`src/rtl/ctrl_pipe_if.sv`:
```
// Decoded control bus between ID and the ctrl_pipe stage registers.
// The master side drives the step controls and the bundle, the slave side returns the per-stage fields.
interface ctrl_pipe_if #(
    parameter int NB_SGN = 20,
    parameter int NB_CNT = 32
);
    logic              i_enable;
    logic              i_valid;
    logic              i_stall;
    logic              i_flush;
    logic [NB_SGN-1:0] i_signals;

    logic              o_ex_reg_dst;
    logic              o_ex_alu_src;
    logic              o_ex_jal_sel;
    logic [3:0]        o_ex_alu_op;
    logic              o_ex_mem_read;
    logic              o_ex_reg_write;

    logic              o_mem_mem_read;
    logic              o_mem_mem_write;
    logic              o_mem_mem_to_reg;
    logic              o_mem_reg_write;
    logic              o_mem_is_jal;
    logic [2:0]        o_mem_bhw;

    logic              o_wb_mem_to_reg;
    logic              o_wb_reg_write;
    logic              o_wb_is_jal;
    logic              o_wb_halt;

    logic              o_halted;
    logic [NB_CNT-1:0] o_retired;
    logic [1:0]        o_dbg_state;

    modport master (
        output i_enable, i_valid, i_stall, i_flush, i_signals,
        input  o_ex_reg_dst, o_ex_alu_src, o_ex_jal_sel, o_ex_alu_op, o_ex_mem_read, o_ex_reg_write,
        input  o_mem_mem_read, o_mem_mem_write, o_mem_mem_to_reg, o_mem_reg_write, o_mem_is_jal, o_mem_bhw,
        input  o_wb_mem_to_reg, o_wb_reg_write, o_wb_is_jal, o_wb_halt,
        input  o_halted, o_retired, o_dbg_state
    );

    modport slave (
        input  i_enable, i_valid, i_stall, i_flush, i_signals,
        output o_ex_reg_dst, o_ex_alu_src, o_ex_jal_sel, o_ex_alu_op, o_ex_mem_read, o_ex_reg_write,
        output o_mem_mem_read, o_mem_mem_write, o_mem_mem_to_reg, o_mem_reg_write, o_mem_is_jal, o_mem_bhw,
        output o_wb_mem_to_reg, o_wb_reg_write, o_wb_is_jal, o_wb_halt,
        output o_halted, o_retired, o_dbg_state
    );
endinterface

```
`src/rtl/ctrl_pipe.sv`:
```
// Control-bundle pipeline ID/EX -> EX/MEM -> MEM/WB with stall/flush bubbles and a halt drain FSM.
// Define CTRL_PIPE_DEBUG_EN to build the retired-instruction counter and expose the FSM state.
module ctrl_pipe #(
    parameter int NB_SGN = 20,
    parameter int NB_CNT = 32
) (
    input  logic       i_clk,
    input  logic       i_rst,
    ctrl_pipe_if.slave bus
);
    typedef enum logic [1:0] {
        ST_RUN    = 2'd0,
        ST_DRAIN  = 2'd1,
        ST_HALTED = 2'd2
    } state_t;

    // Field order matches bits 15:0 of the incoming bundle.
    typedef struct packed {
        logic       reg_dst;
        logic       alu_src;
        logic [3:0] alu_op;
        logic       jal_sel;
        logic       mem_rd;
        logic       mem_wr;
        logic [2:0] bhw;
        logic       mem_to_reg;
        logic       reg_wr;
        logic       is_jal;
        logic       halt;
    } ex_fields_t;

    typedef struct packed {
        logic       mem_rd;
        logic       mem_wr;
        logic [2:0] bhw;
        logic       mem_to_reg;
        logic       reg_wr;
        logic       is_jal;
        logic       halt;
    } mem_fields_t;

    typedef struct packed {
        logic mem_to_reg;
        logic reg_wr;
        logic is_jal;
        logic halt;
    } wb_fields_t;

    state_t      r_state;
    state_t      w_state_next;
    ex_fields_t  r_ex;
    ex_fields_t  w_ex_next;
    ex_fields_t  w_id_fields;
    mem_fields_t r_mem;
    mem_fields_t w_mem_next;
    wb_fields_t  r_wb;
    wb_fields_t  w_wb_next;
    logic        r_ex_valid;
    logic        r_mem_valid;
    logic        r_wb_valid;
    logic        w_ex_valid_next;
    logic        w_mem_valid_next;
    logic        w_wb_valid_next;
    logic        w_ex_load;
    logic        w_halted;

    // Jump/branch bits are resolved in ID and never travel down the pipe.
    logic [3:0]  w_unused_id;
    assign w_unused_id = bus.i_signals[NB_SGN-1:NB_SGN-4];

    assign w_id_fields = ex_fields_t'(bus.i_signals[NB_SGN-5:0]);
    assign w_halted    = (r_state == ST_HALTED);
    assign w_ex_load   = bus.i_valid & ~bus.i_stall & ~bus.i_flush & (r_state == ST_RUN);

    // Next contents of the three stage registers.
    always_comb begin
        w_ex_next        = '0;
        w_ex_valid_next  = 1'b0;
        w_mem_next       = '0;
        w_mem_valid_next = 1'b0;
        w_wb_next        = '0;
        w_wb_valid_next  = 1'b0;
        if (w_ex_load) begin
            w_ex_next       = w_id_fields;
            w_ex_valid_next = 1'b1;
        end else begin
            w_ex_next       = '0;
            w_ex_valid_next = 1'b0;
        end
        if (w_halted) begin
            w_mem_next       = '0;
            w_mem_valid_next = 1'b0;
            w_wb_next        = '0;
            w_wb_valid_next  = 1'b0;
        end else begin
            w_mem_next.mem_rd     = r_ex.mem_rd;
            w_mem_next.mem_wr     = r_ex.mem_wr;
            w_mem_next.bhw        = r_ex.bhw;
            w_mem_next.mem_to_reg = r_ex.mem_to_reg;
            w_mem_next.reg_wr     = r_ex.reg_wr;
            w_mem_next.is_jal     = r_ex.is_jal;
            w_mem_next.halt       = r_ex.halt;
            w_mem_valid_next      = r_ex_valid;
            w_wb_next.mem_to_reg  = r_mem.mem_to_reg;
            w_wb_next.reg_wr      = r_mem.reg_wr;
            w_wb_next.is_jal      = r_mem.is_jal;
            w_wb_next.halt        = r_mem.halt;
            w_wb_valid_next       = r_mem_valid;
        end
    end

    // Halt sequencing: RUN until a halt enters EX, DRAIN until it reaches WB, then HALTED.
    always_comb begin
        w_state_next = r_state;
        case (r_state)
            ST_RUN: begin
                if (w_ex_load && w_id_fields.halt) begin
                    w_state_next = ST_DRAIN;
                end else begin
                    w_state_next = ST_RUN;
                end
            end
            ST_DRAIN: begin
                if (r_wb_valid && r_wb.halt) begin
                    w_state_next = ST_HALTED;
                end else begin
                    w_state_next = ST_DRAIN;
                end
            end
            ST_HALTED: begin
                w_state_next = ST_HALTED;
            end
            default: begin
                w_state_next = ST_RUN;
            end
        endcase
    end

    // Stage registers and FSM state; reset wins over enable, enable low holds everything.
    always_ff @(posedge i_clk) begin
        if (i_rst) begin
            r_state     <= ST_RUN;
            r_ex        <= '0;
            r_ex_valid  <= 1'b0;
            r_mem       <= '0;
            r_mem_valid <= 1'b0;
            r_wb        <= '0;
            r_wb_valid  <= 1'b0;
        end else if (bus.i_enable) begin
            r_state     <= w_state_next;
            r_ex        <= w_ex_next;
            r_ex_valid  <= w_ex_valid_next;
            r_mem       <= w_mem_next;
            r_mem_valid <= w_mem_valid_next;
            r_wb        <= w_wb_next;
            r_wb_valid  <= w_wb_valid_next;
        end
    end

`ifdef CTRL_PIPE_DEBUG_EN
    logic [NB_CNT-1:0] r_retired;

    // Count instructions leaving WB; the halt marker itself is not an instruction.
    always_ff @(posedge i_clk) begin
        if (i_rst) begin
            r_retired <= {NB_CNT{1'b0}};
        end else if (bus.i_enable && r_wb_valid && !r_wb.halt) begin
            r_retired <= r_retired + {{(NB_CNT-1){1'b0}}, 1'b1};
        end
    end

    assign bus.o_retired   = r_retired;
    assign bus.o_dbg_state = r_state;
`else
    assign bus.o_retired   = {NB_CNT{1'b0}};
    assign bus.o_dbg_state = 2'd0;
`endif

    assign bus.o_ex_reg_dst     = r_ex.reg_dst;
    assign bus.o_ex_alu_src     = r_ex.alu_src;
    assign bus.o_ex_jal_sel     = r_ex.jal_sel;
    assign bus.o_ex_alu_op      = r_ex.alu_op;
    assign bus.o_ex_mem_read    = r_ex.mem_rd;
    assign bus.o_ex_reg_write   = r_ex.reg_wr;

    assign bus.o_mem_mem_read   = r_mem.mem_rd;
    assign bus.o_mem_mem_write  = r_mem.mem_wr;
    assign bus.o_mem_mem_to_reg = r_mem.mem_to_reg;
    assign bus.o_mem_reg_write  = r_mem.reg_wr;
    assign bus.o_mem_is_jal     = r_mem.is_jal;
    assign bus.o_mem_bhw        = r_mem.bhw;

    assign bus.o_wb_mem_to_reg  = r_wb.mem_to_reg;
    assign bus.o_wb_reg_write   = r_wb.reg_wr;
    assign bus.o_wb_is_jal      = r_wb.is_jal;
    assign bus.o_wb_halt        = r_wb.halt;

    assign bus.o_halted         = w_halted;
endmodule

```
`src/flat_wrapper.sv`:
```
// flat-port wrapper written by rule: the top's interface ports become plain ports
module ctrl_pipe_flat 
#(
    parameter int NB_SGN = 20,
    parameter int NB_CNT = 32
)
  (i_clk, i_rst, bus_i_enable, bus_i_valid, bus_i_stall, bus_i_flush, bus_i_signals, bus_o_ex_reg_dst, bus_o_ex_alu_src, bus_o_ex_jal_sel, bus_o_ex_alu_op, bus_o_ex_mem_read, bus_o_ex_reg_write, bus_o_mem_mem_read, bus_o_mem_mem_write, bus_o_mem_mem_to_reg, bus_o_mem_reg_write, bus_o_mem_is_jal, bus_o_mem_bhw, bus_o_wb_mem_to_reg, bus_o_wb_reg_write, bus_o_wb_is_jal, bus_o_wb_halt, bus_o_halted, bus_o_retired, bus_o_dbg_state);
  ctrl_pipe_if #(.NB_SGN(NB_SGN), .NB_CNT(NB_CNT)) bus_i ();
  input  logic i_clk;
  input  logic i_rst;
  input wire logic [$bits(bus_i.i_enable)-1:0] bus_i_enable;
  input wire logic [$bits(bus_i.i_valid)-1:0] bus_i_valid;
  input wire logic [$bits(bus_i.i_stall)-1:0] bus_i_stall;
  input wire logic [$bits(bus_i.i_flush)-1:0] bus_i_flush;
  input wire logic [$bits(bus_i.i_signals)-1:0] bus_i_signals;
  output wire logic [$bits(bus_i.o_ex_reg_dst)-1:0] bus_o_ex_reg_dst;
  output wire logic [$bits(bus_i.o_ex_alu_src)-1:0] bus_o_ex_alu_src;
  output wire logic [$bits(bus_i.o_ex_jal_sel)-1:0] bus_o_ex_jal_sel;
  output wire logic [$bits(bus_i.o_ex_alu_op)-1:0] bus_o_ex_alu_op;
  output wire logic [$bits(bus_i.o_ex_mem_read)-1:0] bus_o_ex_mem_read;
  output wire logic [$bits(bus_i.o_ex_reg_write)-1:0] bus_o_ex_reg_write;
  output wire logic [$bits(bus_i.o_mem_mem_read)-1:0] bus_o_mem_mem_read;
  output wire logic [$bits(bus_i.o_mem_mem_write)-1:0] bus_o_mem_mem_write;
  output wire logic [$bits(bus_i.o_mem_mem_to_reg)-1:0] bus_o_mem_mem_to_reg;
  output wire logic [$bits(bus_i.o_mem_reg_write)-1:0] bus_o_mem_reg_write;
  output wire logic [$bits(bus_i.o_mem_is_jal)-1:0] bus_o_mem_is_jal;
  output wire logic [$bits(bus_i.o_mem_bhw)-1:0] bus_o_mem_bhw;
  output wire logic [$bits(bus_i.o_wb_mem_to_reg)-1:0] bus_o_wb_mem_to_reg;
  output wire logic [$bits(bus_i.o_wb_reg_write)-1:0] bus_o_wb_reg_write;
  output wire logic [$bits(bus_i.o_wb_is_jal)-1:0] bus_o_wb_is_jal;
  output wire logic [$bits(bus_i.o_wb_halt)-1:0] bus_o_wb_halt;
  output wire logic [$bits(bus_i.o_halted)-1:0] bus_o_halted;
  output wire logic [$bits(bus_i.o_retired)-1:0] bus_o_retired;
  output wire logic [$bits(bus_i.o_dbg_state)-1:0] bus_o_dbg_state;
  assign bus_i.i_enable = bus_i_enable;
  assign bus_i.i_valid = bus_i_valid;
  assign bus_i.i_stall = bus_i_stall;
  assign bus_i.i_flush = bus_i_flush;
  assign bus_i.i_signals = bus_i_signals;
  assign bus_o_ex_reg_dst = bus_i.o_ex_reg_dst;
  assign bus_o_ex_alu_src = bus_i.o_ex_alu_src;
  assign bus_o_ex_jal_sel = bus_i.o_ex_jal_sel;
  assign bus_o_ex_alu_op = bus_i.o_ex_alu_op;
  assign bus_o_ex_mem_read = bus_i.o_ex_mem_read;
  assign bus_o_ex_reg_write = bus_i.o_ex_reg_write;
  assign bus_o_mem_mem_read = bus_i.o_mem_mem_read;
  assign bus_o_mem_mem_write = bus_i.o_mem_mem_write;
  assign bus_o_mem_mem_to_reg = bus_i.o_mem_mem_to_reg;
  assign bus_o_mem_reg_write = bus_i.o_mem_reg_write;
  assign bus_o_mem_is_jal = bus_i.o_mem_is_jal;
  assign bus_o_mem_bhw = bus_i.o_mem_bhw;
  assign bus_o_wb_mem_to_reg = bus_i.o_wb_mem_to_reg;
  assign bus_o_wb_reg_write = bus_i.o_wb_reg_write;
  assign bus_o_wb_is_jal = bus_i.o_wb_is_jal;
  assign bus_o_wb_halt = bus_i.o_wb_halt;
  assign bus_o_halted = bus_i.o_halted;
  assign bus_o_retired = bus_i.o_retired;
  assign bus_o_dbg_state = bus_i.o_dbg_state;
  ctrl_pipe #(.NB_SGN(NB_SGN), .NB_CNT(NB_CNT)) u_core (.i_clk(i_clk), .i_rst(i_rst), .bus(bus_i));
endmodule
```
`config.mk`:
```
export PLATFORM = sky130hd
export DESIGN_NAME = ctrl_pipe_flat
export DESIGN_NICKNAME = d
export VERILOG_FILES = /design/src/rtl/ctrl_pipe_if.sv /design/src/rtl/ctrl_pipe.sv /design/src/flat_wrapper.sv
export SDC_FILE = /design/constraint.sdc
export NUM_CORES = 1
export LEC_CHECK = 0
export CAP_MARGIN = 25
export CORE_ASPECT_RATIO = 0.5
export CORE_UTILIZATION = 41
export CTS_CLUSTER_DIAMETER = 120
export DETAILED_ROUTE_END_ITERATION = 12
export PLACE_DENSITY = 0.8
export RECOVER_POWER = 100
export SYNTH_ARGS = -nofsm -noshare
export SYNTH_HDL_FRONTEND = slang
export SYNTH_SLANG_ARGS = --single-unit
```
`constraint.sdc`:
```
create_clock -name i_clk -period 1.98 [get_ports i_clk]
set_clock_uncertainty 0.2 [all_clocks]
set_input_delay 0.594 -clock i_clk [delete_from_list [all_inputs] [get_ports i_clk]]
set_output_delay 0.594 -clock i_clk [all_outputs]
set_load 0.02 [all_outputs]
```
==> run_results.csv, run 1 <==
group,metric,value,unit
outcome,status,"completed",
grt,grt_pass1_wl,5.35,mm
clock_network,cts_tree,"done",
placement,io_buffer_count,43,
setup_path,crit_arrival,1.13,ns
timing,slew_violations,0,
layout,antennaDiodeCount,0,
routing,vias,1312,
power_and_ir_drop,power-per-cell-area,655,mW/mm²
timing,setup_violations,0,
layout,num-fill-cells,384,
layout,regMostFlops,"u_core.r_ex",
synth,synth_top_cell_by_area,"dfxtp_1",
routing,first_iter_violations,36,
clock_network,cts_sinks,34,
synth,yosysWarnings,0,
floorplan,start_util,0.443,
synth,syn_area,0.00178,mm²
floorplan,core_area,0.00402,mm²
routing,wl_per_cell,10.7,µm
timing,grt_setup_unrepaired,"false",
setup_path,critPathMaxStageDelay,0.33,ns
power_and_ir_drop,switching_power,356,µW
power_and_ir_drop,power_frac_seq,0.496,
grt,grtUsageTotal,0.153,
routing,drt_first_pass_iters,4,
placement,place.gp.congestion,0.746,
layout,drive_gt1_frac,0.114,
timing,finalHoldViolCount,0,
grt,grt_remaining_overflow,0,
clock_network,cts_buffer_depth,2,
power_and_ir_drop,p_clk_frac,0.370,
clock_network,numCtsBuffers,5,
setup_path,crit_type,"flip-flop to output pin",
synth,synth_top_area_frac,0.382,
placement,dpl.cell_count,283,
floorplan,pin_count,82,
floorplan,die_h,48.6,µm
grt,antenna_found_initial,0,
clock_network,path_clk_slew,0.07,ns
min_path,hold_path_class,"flip-flop to flip-flop",
layout,largest_register_ffs,7,
floorplan,rows,16,
placement,dpl.hpwl,2.23,mm
routing,drc,0,
setup_path,cp-end-kind,"output pin",
routing,viasPerCell,4.51,
synth,yosysSeqAreaShare,0.382,
routing,final_antenna_net_count,0,
power_and_ir_drop,p_comb_frac,0.134,
layout,nets,262,
clock_network,postCtsSetupBuffers,0,
routing,routed_wl,3.13,mm
flow_run,cap_violations,0,
timing,final.period_utilization,0.972,
synth,synthDistinctLibCells,21,
synth,synthTopCellsByArea,"dfxtp_1 38%, buf_4 18%, nand2b_1 12%, o32ai_2 8.2%, a21oi_1 5.1%",
layout,final_util,0.532,
floorplan,die-area,0.00463,mm²
timing,min_period,1.93,ns
setup_path,crit_slowest_cell,"dlygate4sd2_1",
layout,syn2layout_area_growth,20.1,%
clock_network,clock_tree.htree_level_count,2,
setup_path,path_cells,"nand2b_1 -> inv_2 -> dlygate4sd2_1",
clock_network,cts-root-buf,"clkbuf_8",
timing,timing.fmax,519,MHz
synth,syn_inst,197,
power_and_ir_drop,p_int,1.05,mW
synth,syn_area_per_cell,9.05,µm²
layout,layout.cells.non_filler,291,
power_and_ir_drop,power_leakage,0.876,nW
setup_path,required,1.19,ns
setup_path,worstPathMaxFanout,2,
layout,final_cell_mix,"34 x conb_1, 34 x dfxtp_1, 33 x nand2b_1, 22 x dlygate4sd2_1, 19 x clkdlybuf4s50_1",
synth,ys_ff_latch,34,
timing,fin_setup_tns,0,ns
grt,grt_pass1_vias,1210,
grt,grt_max_degree,28,
power_and_ir_drop,peakVddDrop,0.369,mV
floorplan,die_w,95.3,µm
clock_network,insertion_delay,0.28,ns
setup_path,cp-start-kind,"flip-flop",
power_and_ir_drop,switching_share,0.254,
kinds of logic (layout without fill, tap and decap cells):
| logic type | Yosys count | in the layout | share of synthesized area |
|---|---|---|---|
| buf+inv | 70 | 77 | 0.242 |
| simple gates | 57 | 57 | 0.202 |
| compound gates | 35 | 35 | 0.172 |
| flops | 34 | 34 | 0.382 |
| other cells | 1 | 34 | 0.00210 |
through the flow:
step | worst slack [ns] | instance area, µm² | power, mW | hold slack, ns
detailed placement | -0.145 | 2170 | 0.918 | 0.260
floorplan | 0.313 | 1910 | 0.891 | 0.246
CTS | 0.0334 | 2230 | 1.43 | 0.269
global placement | -0.0739 | 2170 | 0.915 | 0.252
global route | 0.00253 | 2140 | 1.46 | 0.291
finish | 0.0546 | 2140 | 1.40 | 0.266
layout make-up:
type                       count  area (µm²)  area share
clock inverter                 1        5.00     0.00234
timing repair buffer          53         495       0.231
multi-input combinational    126         747       0.349
clock buffer                   7        86.3      0.0403
inverter                      16        60.1      0.0280
sequential                    34         681       0.318
tap                           54        67.6      0.0315
synthesized netlist by cell type:
cell / number
a31o_2: 1
clkbuf_1: 6
inv_1: 15
nand2b_1: 33
nand4b_1: 1
a21oi_2: 1
or3_1: 1
buf_4: 42
o32ai_1: 6
nand3b_4: 1
nand3_1: 16
a21oi_1: 18
buf_6: 1
buf_1: 2
o32ai_2: 9
inv_2: 1
nand2_1: 4
dfxtp_1: 34
nor4b_4: 1
buf_2: 3
conb_1: 1
layer usage:
metal | share of wire | track usage | vias to the layer above
met3 | 0.078 | 0.0535 | 5
met5 | 0 | 0 | -
met4 | 0.016 | 0.0682 | 0
met2 | 0.47 | 0.258 | 55
met1 | 0.43 | 0.174 | 595
li1 | - | - | 657
final timing paths:
path                                  start  cells past startpoint                   endpoint  slack [ns]
hold / removal    u_core.bus.o_wb_reg_write                      2  u_core.bus.o_wb_reg_write        0.27
setup / recovery          u_core.r_state[0]                      3               bus_o_halted        0.05
setup reg to reg          u_core.r_state[1]                      5    u_core.bus.o_ex_alu_src        0.46
hold reg to reg   u_core.bus.o_wb_reg_write                      2  u_core.bus.o_wb_reg_write        0.27
critical path, delay by kind of cell (launching register included):
family	cells	cell delay [ns]
buffers and inverters	2	0.38
DFF	1	0.31
and+or+nand+nor	1	0.17
repair_timing:
action	CTS	global route
endpoints found under the setup margin	22	0
resized for setup	22	0
hold buffers	0	0
power by group through the flow:
stage	combinational (mW)	sequential, mW	clock [mW]
finish	0.188	0.695	0.519
global placement	0.204	0.711	0
CTS	0.205	0.695	0.534
detailed placement	0.207	0.711	0
floorplan	0.177	0.714	0
global route	0.206	0.696	0.559
(Power assumes the default switching activity.)
==> run 2: changes to the inputs <==
- CAP_MARGIN: 25 -> 20
- SETUP_SLACK_MARGIN: default -> 0.3
- clock period: 1.98 -> 2.01 ns (I/O delays scaled with it)
==> run 2 against run 1 <==
  * Critical path type is now input port to flip-flop
  * Sequential power shrank 1%
  * Final area shrank 3.0%
  * Non-clock buffer count grew 3
  * Core utilization shrank 1.6 points
  * Highest routed layer is now met5
  * Flip-flop and latch count is the same
==> run_results.csv, run 2 (synthesis results as in run 1) <==
group,metric,value,unit
floorplan,pin_count,82,
power_and_ir_drop,peakVddDrop,0.257,mV
setup_path,r2r-start,"u_core.r_state[0]",
setup_path,cp-end-kind,"flip-flop",
grt,grt_max_degree,28,
layout,multiInputGateArea,752,µm²
power_and_ir_drop,power_frac_seq,0.507,
setup_path,crit_arrival,1.77,ns
power_and_ir_drop,p_comb_frac,0.139,
setup_path,crit_type,"input port to flip-flop",
routing,viasPerCell,4.42,
layout,num-fill-cells,374,
routing,first_iter_violations,21,
floorplan,start_util,0.443,
grt,antenna_found_initial,1,
power_and_ir_drop,power-per-cell-area,650,mW/mm²
clock_network,cts_buffer_depth,2,
grt,grt_pass1_vias,1148,
clock_network,path_clk_slew,0.06,ns
placement,io_buffer_count,43,
grt,grt_remaining_overflow,0,
floorplan,die-area,0.00463,mm²
timing,setup_slack,0.162,ns
layout,final_cell_mix,"34 x conb_1, 33 x nand2b_1, 33 x dfxtp_1, 19 x clkbuf_1",
clock_network,cts_sinks,34,
setup_path,crit_path_start,"bus_i_flush",
timing,final.period_utilization,0.919,
timing,min_period,1.85,ns
layout,final_common_cell,"conb_1",
min_path,hold_path_depth,2,
layout,stdcell_area,0.00208,mm²
power_and_ir_drop,p_int,1.02,mW
timing,timing.fmax,541,MHz
layout,regMostFlops,"u_core.r_ex",
timing,grt_setup_unrepaired,"true",
placement,pre_cts_slack,-0.0884,ns
routing,wl_per_cell,11.3,µm
floorplan,core_area,0.00402,mm²
setup_path,worstPathMaxFanout,8,
floorplan,die_h,48.6,µm
grt,grtUsageTotal,0.148,
placement,dpl.hpwl,2.31,mm
timing,slew_violations,0,
flow_run,cap_violations,0,
min_path,hold_path_class,"flip-flop to flip-flop",
timing,setup_violations,0,
routing,drc,0,
power_and_ir_drop,power,1.35,mW
layout,final_util,0.516,
power_and_ir_drop,switching_power,332,µW
clock_network,numCtsBuffers,5,
outcome,status,"completed",
power_and_ir_drop,power_leakage,0.737,nW
power_and_ir_drop,switching_share,0.246,
layout,largest_register_ffs,7,
layout,register_area,682,µm²
timing,finalHoldViolCount,0,
layout,drive_gt1_frac,0.113,
clock_network,cts-root-buf,"clkbuf_8",
clock_network,insertion_delay,0.27,ns
placement,dpl_cell_area,0.00216,mm²
clock_network,cts_tree,"done",
power_and_ir_drop,p_clk_frac,0.354,
routing,final_antenna_net_count,0,
layout,nets,265,
setup_path,reg2reg_depth,5,
routing,drt_first_pass_iters,4,
setup_path,cp-start-kind,"input port",
placement,place.gp.congestion,0.762,
layout,antennaDiodeCount,0,
floorplan,rows,16,
layout,syn2layout_area_growth,16.6,%
routing,vias,1292,
routing,routed_wl,3.31,mm
min_path,min_from,"u_core.bus.o_wb_mem_to_reg",
timing,timing.hold.ws,0.267,ns
clock_network,clock_tree.htree_level_count,2,
grt,grt_pass1_wl,5.37,mm
floorplan,die_w,95.3,µm
setup_path,required,1.94,ns
[run 2: worst max-delay path, cell delays in order]
cell and delay (ns):
clkdlybuf4s50_1 0.46, nand3b_1 0.13, clkbuf_1 0.40, o32ai_1 0.19
[run 2: timing repair]
action	4_1_cts	5_1_grt
endpoints found under the setup margin	39	13
gates resized for setup	74	14
setup buffers	1	0
gates cloned	1	0
hold buffers	0	0
pin swaps	2	0
[run 2: power groups by stage]
stage | clock [mW] | sequential (mW) | combinational (mW)
after floorplan | 0 | 0.703 | 0.174
after global placement | 0 | 0.700 | 0.200
after detailed placement | 0 | 0.700 | 0.203
after CTS | 0.499 | 0.685 | 0.206
after global routing | 0.538 | 0.686 | 0.203
final | 0.479 | 0.685 | 0.188
[run 2: final cells by class]
cell class                      count  area share
Clock buffer                        6      0.0397
Inverter                           16      0.0289
Multi-Input combinational cell    126       0.362
Sequential cell                    34       0.328
Tap cell                           54      0.0325
Timing Repair Buffer               56       0.209
[run 2: worst paths after layout]
path              slack, ns                    endpoint
hold reg to reg        0.27  u_core.bus.o_wb_mem_to_reg
hold / removal         0.27  u_core.bus.o_wb_mem_to_reg
setup reg to reg       0.37   u_core.bus.o_ex_alu_op[1]
setup / recovery       0.16              u_core.r_ex[7]
[run 2: through the flow]
step / TNS, ns / std cells
global placement: -0.770 / 284
finish: 0 / 292
CTS: 0 / 292
detailed placement: -1.11 / 284
floorplan: 0 / 230
global route: 0 / 292
[run 2: layer usage]
layer / track usage / share of wire / up-vias
li1: - / - / 661
met1: 0.179 / 0.45 / 571
met2: 0.256 / 0.48 / 54
met3: 0.0503 / 0.063 / 4
met4: 0.0303 / 0.0042 / 2
met5: 0 / 0.0033 / -
==> run 3: changes to the inputs <==
==> constraint.sdc (replaced) <==
create_clock -name i_clk -period 2.01 [get_ports i_clk]
set_clock_uncertainty 0.2 [all_clocks]
set_input_delay 0.3015 -clock i_clk [delete_from_list [all_inputs] [get_ports i_clk]]
set_output_delay 0.3015 -clock i_clk [all_outputs]
set_load 0.02 [all_outputs]
==> run 3 against run 2 <==
  * Die area unchanged
  * First-iteration DRC count up 76%
  * Critical path type unchanged
  * Worst hold slack worse by 0.0041 ns
  * Critical path depth up 1
  * Wire length down 12%
  * Largest cell class unchanged
  * Non-clock buffer count down 7
  * Final cell count down 1.7%
  * Total power up 8.3%
==> run_results.csv, run 3 (synthesis results as in run 1) <==
group,metric,value,unit
timing,final.period_utilization,0.876,
routing,final_antenna_net_count,0,
layout,antennaDiodeCount,0,
timing,grt_setup_unrepaired,"false",
clock_network,holdBufCountCts,0,
layout,regMostFlops,"u_core.r_ex",
layout,largest_register_ffs,7,
timing,finalHoldViolCount,0,
layout,final_common_cell,"conb_1",
floorplan,die_h,48.6,µm
routing,routed_wl,2.93,mm
timing,fin_setup_tns,0,ns
floorplan,core_area,0.00402,mm²
outcome,status,"completed",
routing,wl_per_cell,10.2,µm
setup_path,crit_type,"input port to flip-flop",
setup_path,crit_arrival,1.74,ns
timing,worst_slew_pin_slew,0.639,ns
setup_path,cp-start-kind,"input port",
floorplan,die-area,0.00463,mm²
setup_path,crit_slowest_cell,"dlygate4sd3_1",
layout,num-fill-cells,381,
timing,setup_violations,0,
setup_path,cp-end-kind,"flip-flop",
setup_path,worstPathMaxFanout,16,
layout,nets,258,
routing,vias,1283,
setup_path,path_cells,"dlygate4sd3_1 -> nor4b_4 -> nand3b_4 -> buf_2 -> o32ai_1",
grt,grt_pass1_wl,4.91,mm
grt,grt_max_degree,41,
grt,grt_remaining_overflow,0,
timing,relSlewSlack,0.574,
flow_run,cap_violations,0,
clock_network,numCtsBuffers,5,
placement,io_buffer_count,43,
grt,grtUsageTotal,0.135,
timing,timing.fmax,568,MHz
routing,first_iter_violations,37,
grt,grt_pass1_vias,1100,
clock_network,cts_tree,"done",
routing,drt_first_pass_iters,4,
floorplan,pin_count,82,
placement,dpl.hpwl,2.09,mm
clock_network,cts-root-buf,"clkbuf_8",
clock_network,cts_sinks,34,
grt,antenna_found_initial,0,
placement,place.gp.congestion,0.703,
clock_network,path_clk_slew,0.07,ns
routing,viasPerCell,4.47,
floorplan,start_util,0.443,
power_and_ir_drop,power-per-cell-area,693,mW/mm²
routing,drc,0,
timing,min_period,1.76,ns
layout,syn2layout_area_growth,18.5,%
clock_network,cts_buffer_depth,2,
clock_network,insertion_delay,0.28,ns
power_and_ir_drop,peakVddDrop,0.312,mV
layout,final_cell_mix,"34 x conb_1, 33 x nand2b_1, 32 x dfxtp_1, 21 x dlygate4sd2_1, 19 x clkdlybuf4s50_1",
setup_path,critPathMaxStageDelay,0.62,ns
floorplan,rows,16,
timing,timing.hold.ws,0.263,ns
min_path,hold_path_class,"flip-flop to flip-flop",
floorplan,die_w,95.3,µm
power_and_ir_drop,power_leakage,0.867,nW
setup_path,required,1.99,ns
timing,slew_violations,0,
clock_network,clock_tree.htree_level_count,2,
layout,drive_gt1_frac,0.0987,
[run 3: changes by cell type in the layout (fill, tap and decap cells not counted), moves of 2 or more]
cell / before / now
dlygate4sd2_1: 2 / 21
clkbuf_1: 19 / 1
o32ai_1: 10 / 13
buf_4: 6 / 3
clkdlybuf4s25_1: 5 / 1
clkinv_2: 0 / 2
o32ai_2: 5 / 2
[run 3: worst max-delay path, delay by kind of cell]
kind	cells	cell delay, ns
compound gates	1	0.18
buf+inv	2	0.86
simple gates	2	0.39
[run 3: worst paths after layout]
| kind | slack, ns | cells past startpoint | end | from |
|---|---|---|---|---|
| min reg2reg | 0.26 | 2 | u_core.bus.o_mem_mem_read | u_core.bus.o_mem_mem_read |
| max reg2reg | 0.38 | 4 | u_core.r_mem_valid | u_core.r_state[0] |
| max | 0.25 | 5 | u_core.r_ex[3] | bus_i_enable |
| min | 0.26 | 2 | u_core.bus.o_mem_mem_read | u_core.bus.o_mem_mem_read |
[run 3: final cells by class]
| class | count | area (µm²) | area share |
|---|---|---|---|
| well taps | 54 | 67.6 | 0.0320 |
| clock buffers | 5 | 68.8 | 0.0326 |
| inverters | 16 | 60.1 | 0.0284 |
| clock inverters | 3 | 40.0 | 0.0190 |
| multi-input cells | 126 | 742 | 0.351 |
| flip-flops and latches | 34 | 683 | 0.323 |
| repair buffers | 49 | 450 | 0.213 |
[run 3: power breakdown]
group | leakage [nW] | internal (mW) | switching (mW)
sequential | 0.275 | 0.681 | 0.00447
combinational | 0.534 | 0.0701 | 0.108
clock | 0.0579 | 0.364 | 0.235
total | 0.867 | 1.12 | 0.348
[run 3: per-stage QoR]
step / utilization / cell area (µm²) / setup slack [ns] / power [mW] / std cells
floorplan: - / 1910 / 0.635 / 0.877 / 230
global placement: 0.516 / 2080 / 0.0914 / 0.886 / 278
detailed placement: 0.516 / 2080 / 0.0235 / 0.889 / 278
CTS: 0.537 / 2160 / 0.268 / 1.49 / 286
global route: 0.525 / 2110 / 0.187 / 1.54 / 287
finish: 0.525 / 2110 / 0.249 / 1.46 / 287
[run 3: metal layers]
metal / vias to the layer above / GRT usage / part of all wire / wire (µm)
li1: 646 / - / - / -
met1: 577 / 0.170 / 0.45 / 1310
met2: 55 / 0.224 / 0.47 / 1380
met3: 5 / 0.0362 / 0.066 / 192
met4: 0 / 0.0455 / 0.013 / 38
met5: - / 0 / 0 / 0
[run 3: repair_timing]
item,CTS,global route
pin swaps,0,1
buffers inserted,0,1
endpoints found under the setup margin,22,10
endpoints found under the hold margin,0,0
gates resized for setup,23,2
